$ cat src/rtl/vecmem_pkg.sv
// Shared definitions for the image vector memory path: lane geometry, vector type,
// fetch FSM states and image-size helper functions.
package vecmem_pkg;

   localparam int unsigned LANES         = 16;
   localparam int unsigned PIX_PER_CHUNK = 8;

   typedef logic [LANES-1:0][15:0] vec_t;

   typedef enum logic [1:0] {
      StIdle,
      StRun,
      StDrain
   } fetch_state_e;

   function automatic int unsigned chunks_per_row(input int unsigned width);
      return width / PIX_PER_CHUNK;
   endfunction

   function automatic int unsigned total_chunks(input int unsigned width,
                                                input int unsigned height);
      return chunks_per_row(width) * height;
   endfunction

   // Keep only the lanes that carry pixels; the rest of the memory word is don't-care.
   function automatic vec_t mask_chunk(input vec_t v);
      vec_t m;
      m = '0;
      for (int unsigned i = 0; i < PIX_PER_CHUNK; i++) begin
         m[i] = v[i];
      end
      return m;
   endfunction

endpackage

$ cat src/rtl/fetch_pos_counter.sv
// Row/column chunk position counter with advance enable; flags the final chunk of the image.
// Also used by the write-back sequencer.
module fetch_pos_counter #(
   parameter int unsigned COLS = 12,
   parameter int unsigned ROWS = 96
) (
   input  logic       clk_i,
   input  logic       rst_i,
   input  logic       clr_i,
   input  logic       adv_i,
   output logic [7:0] row_o,
   output logic [7:0] col_o,
   output logic       last_o
);

   localparam logic [7:0] ColMax = 8'(COLS - 1);
   localparam logic [7:0] RowMax = 8'(ROWS - 1);

   logic [7:0] row_q, row_d;
   logic [7:0] col_q, col_d;

   assign row_o  = row_q;
   assign col_o  = col_q;
   assign last_o = (row_q == RowMax) && (col_q == ColMax);

   always_comb begin
      row_d = row_q;
      col_d = col_q;
      if (clr_i) begin
         row_d = '0;
         col_d = '0;
      end else if (adv_i) begin
         if (col_q == ColMax) begin
            col_d = '0;
            row_d = (row_q == RowMax) ? 8'd0 : row_q + 8'd1;
         end else begin
            col_d = col_q + 8'd1;
         end
      end
   end

   always_ff @(posedge clk_i or posedge rst_i) begin
      if (rst_i) begin
         row_q <= '0;
         col_q <= '0;
      end else begin
         row_q <= row_d;
         col_q <= col_d;
      end
   end

endmodule

$ cat src/rtl/image_vector_fetcher.sv
// Walks an image in 8-pixel chunks, registers each memory vector and streams it out over
// valid/ready. Optional stall counter built when FETCH_PERF_CNT_EN is defined.
module image_vector_fetcher
   import vecmem_pkg::*;
#(
   parameter int unsigned IMAGE_WIDTH  = 96,
   parameter int unsigned IMAGE_HEIGHT = 96
) (
   input  logic        clk_i,
   input  logic        rst_i,
   input  logic        start_i,
   input  logic [15:0] base_addr_i,
   output logic        busy_o,
   output logic        done_o,
   output logic [15:0] mem_addr_o,
   input  vec_t        mem_rd_i,
   output vec_t        vec_data_o,
   output logic        vec_valid_o,
   input  logic        vec_ready_i,
   output logic        vec_last_o,
   output logic [7:0]  vec_row_o,
   output logic [7:0]  vec_col_o,
   output logic [15:0] stall_cycles_o
);

   fetch_state_e state_q, state_d;
   logic         busy_q, busy_d;
   logic         done_q, done_d;
   logic [15:0]  mem_addr_q, mem_addr_d;
   vec_t         vec_data_q, vec_data_d;
   logic         vec_valid_q, vec_valid_d;
   logic         vec_last_q, vec_last_d;
   logic [7:0]   vec_row_q, vec_row_d;
   logic [7:0]   vec_col_q, vec_col_d;

   logic       start_ok, load, accept, pos_clr;
   logic [7:0] pos_row, pos_col;
   logic       pos_last;

   // A start seen during the done cycle belongs to the scan that just finished.
   assign start_ok = (state_q == StIdle) && start_i && !done_q;
   assign load     = (state_q == StRun) && (!vec_valid_q || vec_ready_i);
   assign accept   = vec_valid_q && vec_ready_i;
   assign pos_clr  = start_ok;

   fetch_pos_counter #(
      .COLS (chunks_per_row(IMAGE_WIDTH)),
      .ROWS (IMAGE_HEIGHT)
   ) u_pos (
      .clk_i  (clk_i),
      .rst_i  (rst_i),
      .clr_i  (pos_clr),
      .adv_i  (load),
      .row_o  (pos_row),
      .col_o  (pos_col),
      .last_o (pos_last)
   );

   always_comb begin
      state_d     = state_q;
      busy_d      = busy_q;
      done_d      = 1'b0;
      mem_addr_d  = mem_addr_q;
      vec_data_d  = vec_data_q;
      vec_valid_d = vec_valid_q;
      vec_last_d  = vec_last_q;
      vec_row_d   = vec_row_q;
      vec_col_d   = vec_col_q;
      unique case (state_q)
         StIdle: begin
            if (start_ok) begin
               mem_addr_d = base_addr_i;
               busy_d     = 1'b1;
               state_d    = StRun;
            end
         end
         StRun: begin
            if (load) begin
               vec_data_d  = mask_chunk(mem_rd_i);
               vec_valid_d = 1'b1;
               vec_row_d   = pos_row;
               vec_col_d   = pos_col;
               vec_last_d  = pos_last;
               mem_addr_d  = mem_addr_q + 16'(PIX_PER_CHUNK);
               if (pos_last) state_d = StDrain;
            end
         end
         StDrain: begin
            if (accept) begin
               vec_valid_d = 1'b0;
               vec_last_d  = 1'b0;
               busy_d      = 1'b0;
               done_d      = 1'b1;
               state_d     = StIdle;
            end
         end
         default: state_d = StIdle;
      endcase
   end

   always_ff @(posedge clk_i or posedge rst_i) begin
      if (rst_i) begin
         state_q     <= StIdle;
         busy_q      <= 1'b0;
         done_q      <= 1'b0;
         mem_addr_q  <= '0;
         vec_data_q  <= '0;
         vec_valid_q <= 1'b0;
         vec_last_q  <= 1'b0;
         vec_row_q   <= '0;
         vec_col_q   <= '0;
      end else begin
         state_q     <= state_d;
         busy_q      <= busy_d;
         done_q      <= done_d;
         mem_addr_q  <= mem_addr_d;
         vec_data_q  <= vec_data_d;
         vec_valid_q <= vec_valid_d;
         vec_last_q  <= vec_last_d;
         vec_row_q   <= vec_row_d;
         vec_col_q   <= vec_col_d;
      end
   end

`ifdef FETCH_PERF_CNT_EN
   logic [15:0] stall_q, stall_d;

   always_comb begin
      stall_d = stall_q;
      if (start_ok) begin
         stall_d = '0;
      end else if (vec_valid_q && !vec_ready_i && (stall_q != 16'hFFFF)) begin
         stall_d = stall_q + 16'd1;
      end
   end

   always_ff @(posedge clk_i or posedge rst_i) begin
      if (rst_i) stall_q <= '0;
      else       stall_q <= stall_d;
   end

   assign stall_cycles_o = stall_q;
`else
   assign stall_cycles_o = '0;
`endif

   assign busy_o      = busy_q;
   assign done_o      = done_q;
   assign mem_addr_o  = mem_addr_q;
   assign vec_data_o  = vec_data_q;
   assign vec_valid_o = vec_valid_q;
   assign vec_last_o  = vec_last_q;
   assign vec_row_o   = vec_row_q;
   assign vec_col_o   = vec_col_q;

endmodule

$ cat config.mk
export PLATFORM = sky130hd
export DESIGN_NAME = image_vector_fetcher
export DESIGN_NICKNAME = d
export VERILOG_FILES = /design/src/rtl/vecmem_pkg.sv /design/src/rtl/fetch_pos_counter.sv /design/src/rtl/image_vector_fetcher.sv
export SDC_FILE = /design/constraint.sdc
export NUM_CORES = 1
export LEC_CHECK = 0
export BUFFER_PORTS_ARGS = -buffer_cell sky130_fd_sc_hd__buf_2
export CAP_MARGIN = 20
export CORE_AREA = 2 2 228 230
export CTS_CLUSTER_SIZE = 8
export DETAILED_ROUTE_END_ITERATION = 10
export DIE_AREA = 0 0 230 232
export PLACE_DENSITY_LB_ADDON = 0.25
export SLEW_MARGIN = 20
export SYNTH_ARGS = -nofsm -noshare
export SYNTH_HDL_FRONTEND = slang
export SYNTH_HIERARCHICAL = 1
export SYNTH_SLANG_ARGS = --single-unit
$ cat constraint.sdc
create_clock -name clk_i -period 6.3 [get_ports clk_i]
set_input_delay 1.26 -clock clk_i [delete_from_list [all_inputs] [get_ports clk_i]]
set_output_delay 1.26 -clock clk_i [all_outputs]
set_load 0.05 [all_outputs]
==> results of run 1 <==
kinds of logic (layout without fill, tap and decap cells):
| logic type | Yosys count | count (layout) | synth area share |
|---|---|---|---|
| flops | 182 | 182 | 0.532 |
| buf+inv | 177 | 353 | 0.150 |
| mux | 150 | 150 | 0.197 |
| simple gates | 94 | 94 | 0.0617 |
| compound gates | 57 | 57 | 0.0454 |
| xor+xnor | 8 | 8 | 0.00819 |
| fa+ha+maj | 3 | 3 | 0.00439 |
| other cells | 1 | 144 | 0.000438 |
flip-flops by register name, summed over array words and instances (netlist names):
register,cells
vec_data_o,128
mem_addr_o,16
u_pos/col_o,8
u_pos/row_o,8
vec_col_o,8
vec_row_o,8
state_q,2
busy_o,1
done_o,1
vec_last_o,1
vec_valid_o,1
where the power goes:
group          internal [µW]  total, µW  switching, µW
Clock                    527       1080            552
Combinational            375       1530           1150
Sequential              1370       1510            145
synthesized netlist by cell type, types with 4 or more instances:
| cell | count |
|---|---|
| dfrtp_1 | 182 |
| mux2_2 | 147 |
| buf_4 | 145 |
| nor2_1 | 23 |
| nand2_1 | 18 |
| nand3_1 | 16 |
| a21oi_1 | 14 |
| buf_2 | 13 |
| o21ai_0 | 13 |
| buf_6 | 8 |
| nand2b_1 | 7 |
| and3_1 | 6 |
| inv_1 | 5 |
| clkbuf_1 | 4 |
| nor2b_1 | 4 |
| nor3_1 | 4 |
| o22a_1 | 4 |
| xnor2_1 | 4 |
| xor2_1 | 4 |
layer usage:
| metal | vias up | GRT usage | share of wire |
|---|---|---|---|
| li1 | 2657 | - | - |
| met1 | 2789 | 0.0886 | 0.39 |
| met2 | 274 | 0.124 | 0.47 |
| met3 | 19 | 0.0469 | 0.12 |
| met4 | 2 | 0.0353 | 0.017 |
| met5 | - | 0 | 0.00033 |
placed cells by master (no fill, tap or decap), types with 6 or more instances in the layout:
| cell | synthesis | routed |
|---|---|---|
| nand2_1 | 18 | 18 |
| a21oi_1 | 14 | 14 |
| inv_6 | 0 | 6 |
| nand3_1 | 16 | 16 |
| dfrtp_1 | 182 | 182 |
| nand2b_1 | 7 | 7 |
| mux2_2 | 147 | 147 |
| clkbuf_16 | 0 | 17 |
| nor2_1 | 23 | 23 |
| and3_1 | 6 | 6 |
| conb_1 | 1 | 144 |
| o21ai_0 | 13 | 13 |
| buf_2 | 13 | 311 |
cell type report:
cell class                      count  share of cell area
Multi-Input combinational cell    456               0.299
Tap cell                          680              0.0781
Timing Repair Buffer              316               0.149
Sequential cell                   182               0.418
Clock buffer                       17              0.0391
Clock inverter                     15              0.0145
Inverter                            5             0.00218
how the worst min path moves through the flow:
stage                         startpoint             end  slack, ns
after global placement    vec_data_o[87]  vec_data_o[87]       0.48
after CTS                 vec_data_o[98]  vec_data_o[98]       0.51
after detailed placement   vec_data_o[8]   vec_data_o[8]       0.49
after floorplan           u_pos/row_o[3]  u_pos/row_o[3]       0.50
final                     vec_data_o[83]  vec_data_o[83]       0.50
after global routing      vec_data_o[90]  vec_data_o[90]       0.52
through the flow:
step	cell area [µm²]	cells	worst slack (ns)	hold slack, ns	total power, µW
floorplan	9090	815	0.550	0.501	2800
global placement	10300	1639	2.81	0.484	3080
detailed placement	10300	1639	2.75	0.489	3080
CTS	10900	1671	3.11	0.507	4210
global route	10900	1671	2.90	0.516	4350
finish	10900	1671	3.19	0.502	4120
==> run metrics, run 1 <==
I/O pin count=584; Area Growth Syn to Fin=27.3%; Die Y=232 µm; post-CTS setup buffers=0; setup violators final=0; critical path's top delay family=simple AND/OR/NAND/NOR gates; post-synthesis cell area=0.00855 mm²; Sequential Area=0.00455 mm²; HP Class=flip-flop to flip-flop; Pins Over Slew Limit=0; final number of hold-violating endpoints=0; min cycle time layout=3.11 ns; data required time of the critical path=6.70 ns; r2r setup slk=3.19 ns; Power Dens Cells=379 mW/mm²; DR vias=5741; row cnt=83; gpl congestion=0.715; H-tree level count=4; #FFs+latches synth=182; CP max stage cell=nor2_4; outcome=complete, no violations; nets=1257; largest net degree at the start of global routing=92; hold depth=1; CTS clk-pin slew, worst paths=0.08 ns; Syn Inst Count=672; # clock sinks=182; Critical Path Max Stage Delay=0.89 ns; CTS Buffer Depth=2; area of the multi-input gates=0.00326 mm²; Async S/R FF share, synth=1.00; ys flop type=dfrtp_1; Post-synth EDFFs=0; Setup TNS=0 ns; Initial Utilization=0.168; die span in x=230 µm; Inserted Diodes=0; CTS tree=done; Detailed Place HPWL=15500 µm; vias in the first global route=5509; first-pass GRT wire length=32100 µm; endpoint type of the worst setup path=flip-flop; core box area=0.0509 mm²; RR Endpoint=u_pos/row_o[7]; Avg WL per Cell=12.8 µm; worst reg-to-reg path cell count=6; reg2reg start=state_q[1]; Worst VDD drop=0.183 mV; Num CTS Buffers=17; Cell Chain, Critical Path=nand2b_1 -> nor2_4 -> buf_12 -> nand3_1 -> or4_1 -> a21oi_1; post-route core utilization=0.214; Clock Skew=0.00910 ns; period utilization=0.493; Buf+Inv Stages, Crit Path=1; Highest Clock Rate=322 MHz; RSZ-0062 raised after global routing=no; root buf cell=clkbuf_16; crit path kind=flip-flop to flip-flop; remaining antenna violation count=0; Tot GR Track Use=0.0800; crit-path max FO=70; worst slew pin tran=0.985 ns; die area=0.0534 mm²; sequential cell area fraction in the yosys report=0.532; Pre-antenna DRT Iters=4; Max Cap Violations=0; Worst Setup SP=state_q[1]; post-CTS sizing=0; later-pin clock latency in the skew report=0.48 ns; critical path depth=6; Port Buf Inserts=311; drt total wl=21300 µm; slew margin rel.=0.342; vias per inst=3.44; Setup crit start kind=flip-flop; initial antenna violation count=1; Post-Syn Area per Cell=12.7 µm²; leading area contributor after synthesis=dfrtp_1; critical path capture point=u_pos/row_o[7]; layout cells sized above 1=0.513; YS warnings=6; filler instances=5613; total gr overflow=0; post-synth top area share=0.532; CTS hold repair buffers=0; Synth cell types=50; Initial DRC Count=177; arrival time worst endpoint=3.51 ns; ranking of synthesized cells by area=dfrtp_1 53%, mux2_2 19%, buf_4 13%; Static Leak=0.00517 µW; # DRC=0
No activity file was read; power rests on OpenSTA's default activity.
==> run 2, diff against run 1 <==
--- a/config.mk
+++ b/config.mk
@@ -7,10 +7,10 @@
 export LEC_CHECK = 0
 export BUFFER_PORTS_ARGS = -buffer_cell sky130_fd_sc_hd__buf_2
 export CAP_MARGIN = 20
-export CORE_AREA = 2 2 228 230
+export CORE_AREA = 2 2 230 232
 export CTS_CLUSTER_SIZE = 8
 export DETAILED_ROUTE_END_ITERATION = 10
-export DIE_AREA = 0 0 230 232
+export DIE_AREA = 0 0 232 234
 export PLACE_DENSITY_LB_ADDON = 0.25
 export SLEW_MARGIN = 20
 export SYNTH_ARGS = -nofsm -noshare
==> constraint.sdc (replaced) <==
create_clock -name clk_i -period 2.57 [get_ports clk_i]
set_input_delay 0.514 -clock clk_i [delete_from_list [all_inputs] [get_ports clk_i]]
set_output_delay 0.514 -clock clk_i [all_outputs]
set_load 0.05 [all_outputs]
==> run 2 against run 1 <==
Sequential share of layout area is 0.45 points lower. Critical endpoint is now vec_data_o[30]. Flip-flop and latch count unchanged. Sequential power increased by 150%. Routed wire length rose by 4.9%. Highest routed layer unchanged. Final area grew 1.1%. Largest cell class unchanged.
==> run metrics, run 2 (synthesized netlist as in run 1, its figures left out) <==
period utilization=0.831 (+0.337); initial antenna violation count=3 (+2); CTS tree=done; CTS hold repair buffers=0 (unchanged); pre-CTS setup slack=0.411 ns (-2.34 ns); CP max stage cell=dfrtp_1; gpl congestion=0.699 (-2.2%); Static Leak=0.00524 µW (+1.2%); post-CTS setup buffers=0 (unchanged); most frequent cells in the layout=311 x buf_2, 182 x dfrtp_1, 147 x mux2_2; layout cells sized above 1=0.518 (+0.00583); vias in the first global route=5511 (+0.036%); setup violators final=0 (unchanged); Num CTS Buffers=17 (unchanged); # clock sinks=182 (unchanged); HP Class=primary input to async pin; later-pin clock latency in the skew report=0.48 ns (about the same); die span in x=232 µm (+0.87%); Clock Skew=0.00986 ns (+0.000766 ns); data required time of the critical path=2.93 ns (-3.77 ns); Setup TNS=0 ns (unchanged); I/O pin count=584 (unchanged); Avg WL per Cell=13.2 µm (+3.6%); Tot GR Track Use=0.0819 (+0.00190); Initial Utilization=0.164 (-0.00368); Cell Chain, Critical Path=nand2b_1 -> nor2_4 -> buf_12 -> buf_4 -> mux2_2; outcome=complete, no violations; crit path kind=flip-flop to flip-flop; Power Dens Cells=921 mW/mm² (+140%); critical path capture point=vec_data_o[30]; Area Growth Syn to Fin=28.7%; Highest Clock Rate=468 MHz (+46%); min cycle time layout=2.13 ns (-0.974 ns); placed cells=1660 (+1.3%); Critical Path Max Stage Delay=0.54 ns (-0.35 ns); RSZ-0062 raised after global routing=no; nets=1270 (+1.0%); final number of hold-violating endpoints=0 (unchanged); Pre-antenna DRT Iters=4 (unchanged); H-tree level count=4 (unchanged); Max Cap Violations=0 (unchanged); Worst VDD drop=0.482 mV (+160%); reg2reg start=state_q[0]; row cnt=84 (+1.2%); Pins Over Slew Limit=0 (unchanged); first-pass GRT wire length=32800 µm (+2.0%); DR vias=5730 (-0.19%); slew margin rel.=0.446 (+0.104); r2r setup slk=0.44 ns (-2.76 ns); core box area=0.0520 mm² (+2.2%); setup ws final=0.435 ns (-2.76 ns); RR Endpoint=vec_data_o[30]; drt total wl=22400 µm (+4.9%); # DRC=0 (unchanged); worst reg-to-reg path cell count=5 (-1); endpoint type of the worst setup path=flip-flop; remaining antenna violation count=0 (unchanged); Initial DRC Count=156 (-12%); Die Y=234 µm (+0.86%); Setup crit start kind=flip-flop; post-CTS sizing=0 (unchanged); commonest non-fill, non-tap cell in the layout=buf_2; worst slew pin tran=0.831 ns (-0.153 ns); Detailed Place HPWL=16900 µm (+9.6%); max FFs per register=128 (unchanged); arrival time worst endpoint=2.50 ns (-1.01 ns); total gr overflow=0 (unchanged); largest net degree at the start of global routing=62 (-33%); post-route insts no fill=1691 (+1.2%); Inserted Diodes=0 (unchanged); CTS clk-pin slew, worst paths=0.07 ns (about the same); vias per inst=3.39 (-1.4%); Port Buf Inserts=311 (unchanged); die area=0.0543 mm² (+1.7%); root buf cell=clkbuf_16; crit-path max FO=50 (-29%); Worst Setup SP=state_q[0]; CTS Buffer Depth=2 (unchanged)
==> run 2: area by class of cell <==
| cell class | count | area, µm² |
|---|---|---|
| fill | 5689 | 41000 |
| sequential | 182 | 4550 |
| tap | 688 | 861 |
| timing repair buffer | 329 | 1740 |
| clock buffer | 21 | 480 |
| inverter | 5 | 22.5 |
| multi-input combinational | 456 | 3250 |
| clock inverter | 10 | 95.1 |
==> run 2: worst min path at each step <==
stage | depth (start not counted) | slack, ns | endpoint | start
after floorplan | 1 | 0.43 | u_pos/col_o[0] | rst_i
after global placement | 1 | 0.48 | vec_data_o[81] | vec_data_o[81]
after detailed placement | 1 | 0.49 | vec_data_o[87] | vec_data_o[87]
after CTS | 2 | 0.12 | vec_col_o[7] | rst_i
after global routing | 2 | 0.15 | vec_col_o[7] | rst_i
final | 2 | 0.14 | vec_col_o[7] | rst_i
==> run 2: report_power, final <==
part	switching, µW	internal, µW	leakage (µW)
Combinational	2850	939	0.00278
Clock	1210	1430	0.000282
Sequential	357	3360	0.00218
Total	4410	5730	0.00524
==> run 2: worst max-delay path, delay by kind of cell (launching register included) <==
family / cells / cell delay [ns]
buffers and inverters: 2 / 0.61
DFF: 1 / 0.54
muxes: 1 / 0.37
and+or+nand+nor: 2 / 0.44
==> run 2: per-stage QoR <==
step / hold slack [ns] / area (µm²) / power [µW] / utilization
finish: 0.140 / 11000 / 10100 / 0.212
floorplan: 0.428 / 9090 / 6860 / -
detailed placement: 0.490 / 10400 / 7610 / 0.201
global placement: 0.485 / 10400 / 7590 / 0.201
global route: 0.149 / 11000 / 10700 / 0.212
CTS: 0.120 / 11000 / 10400 / 0.212
==> run 2: metal layers <==
layer,share of wire,global-route usage,vias to the layer above
met5,0.0021,0,-
met3,0.10,0.0471,28
li1,-,-,2678
met1,0.39,0.0907,2753
met2,0.48,0.128,265
met4,0.017,0.0349,6
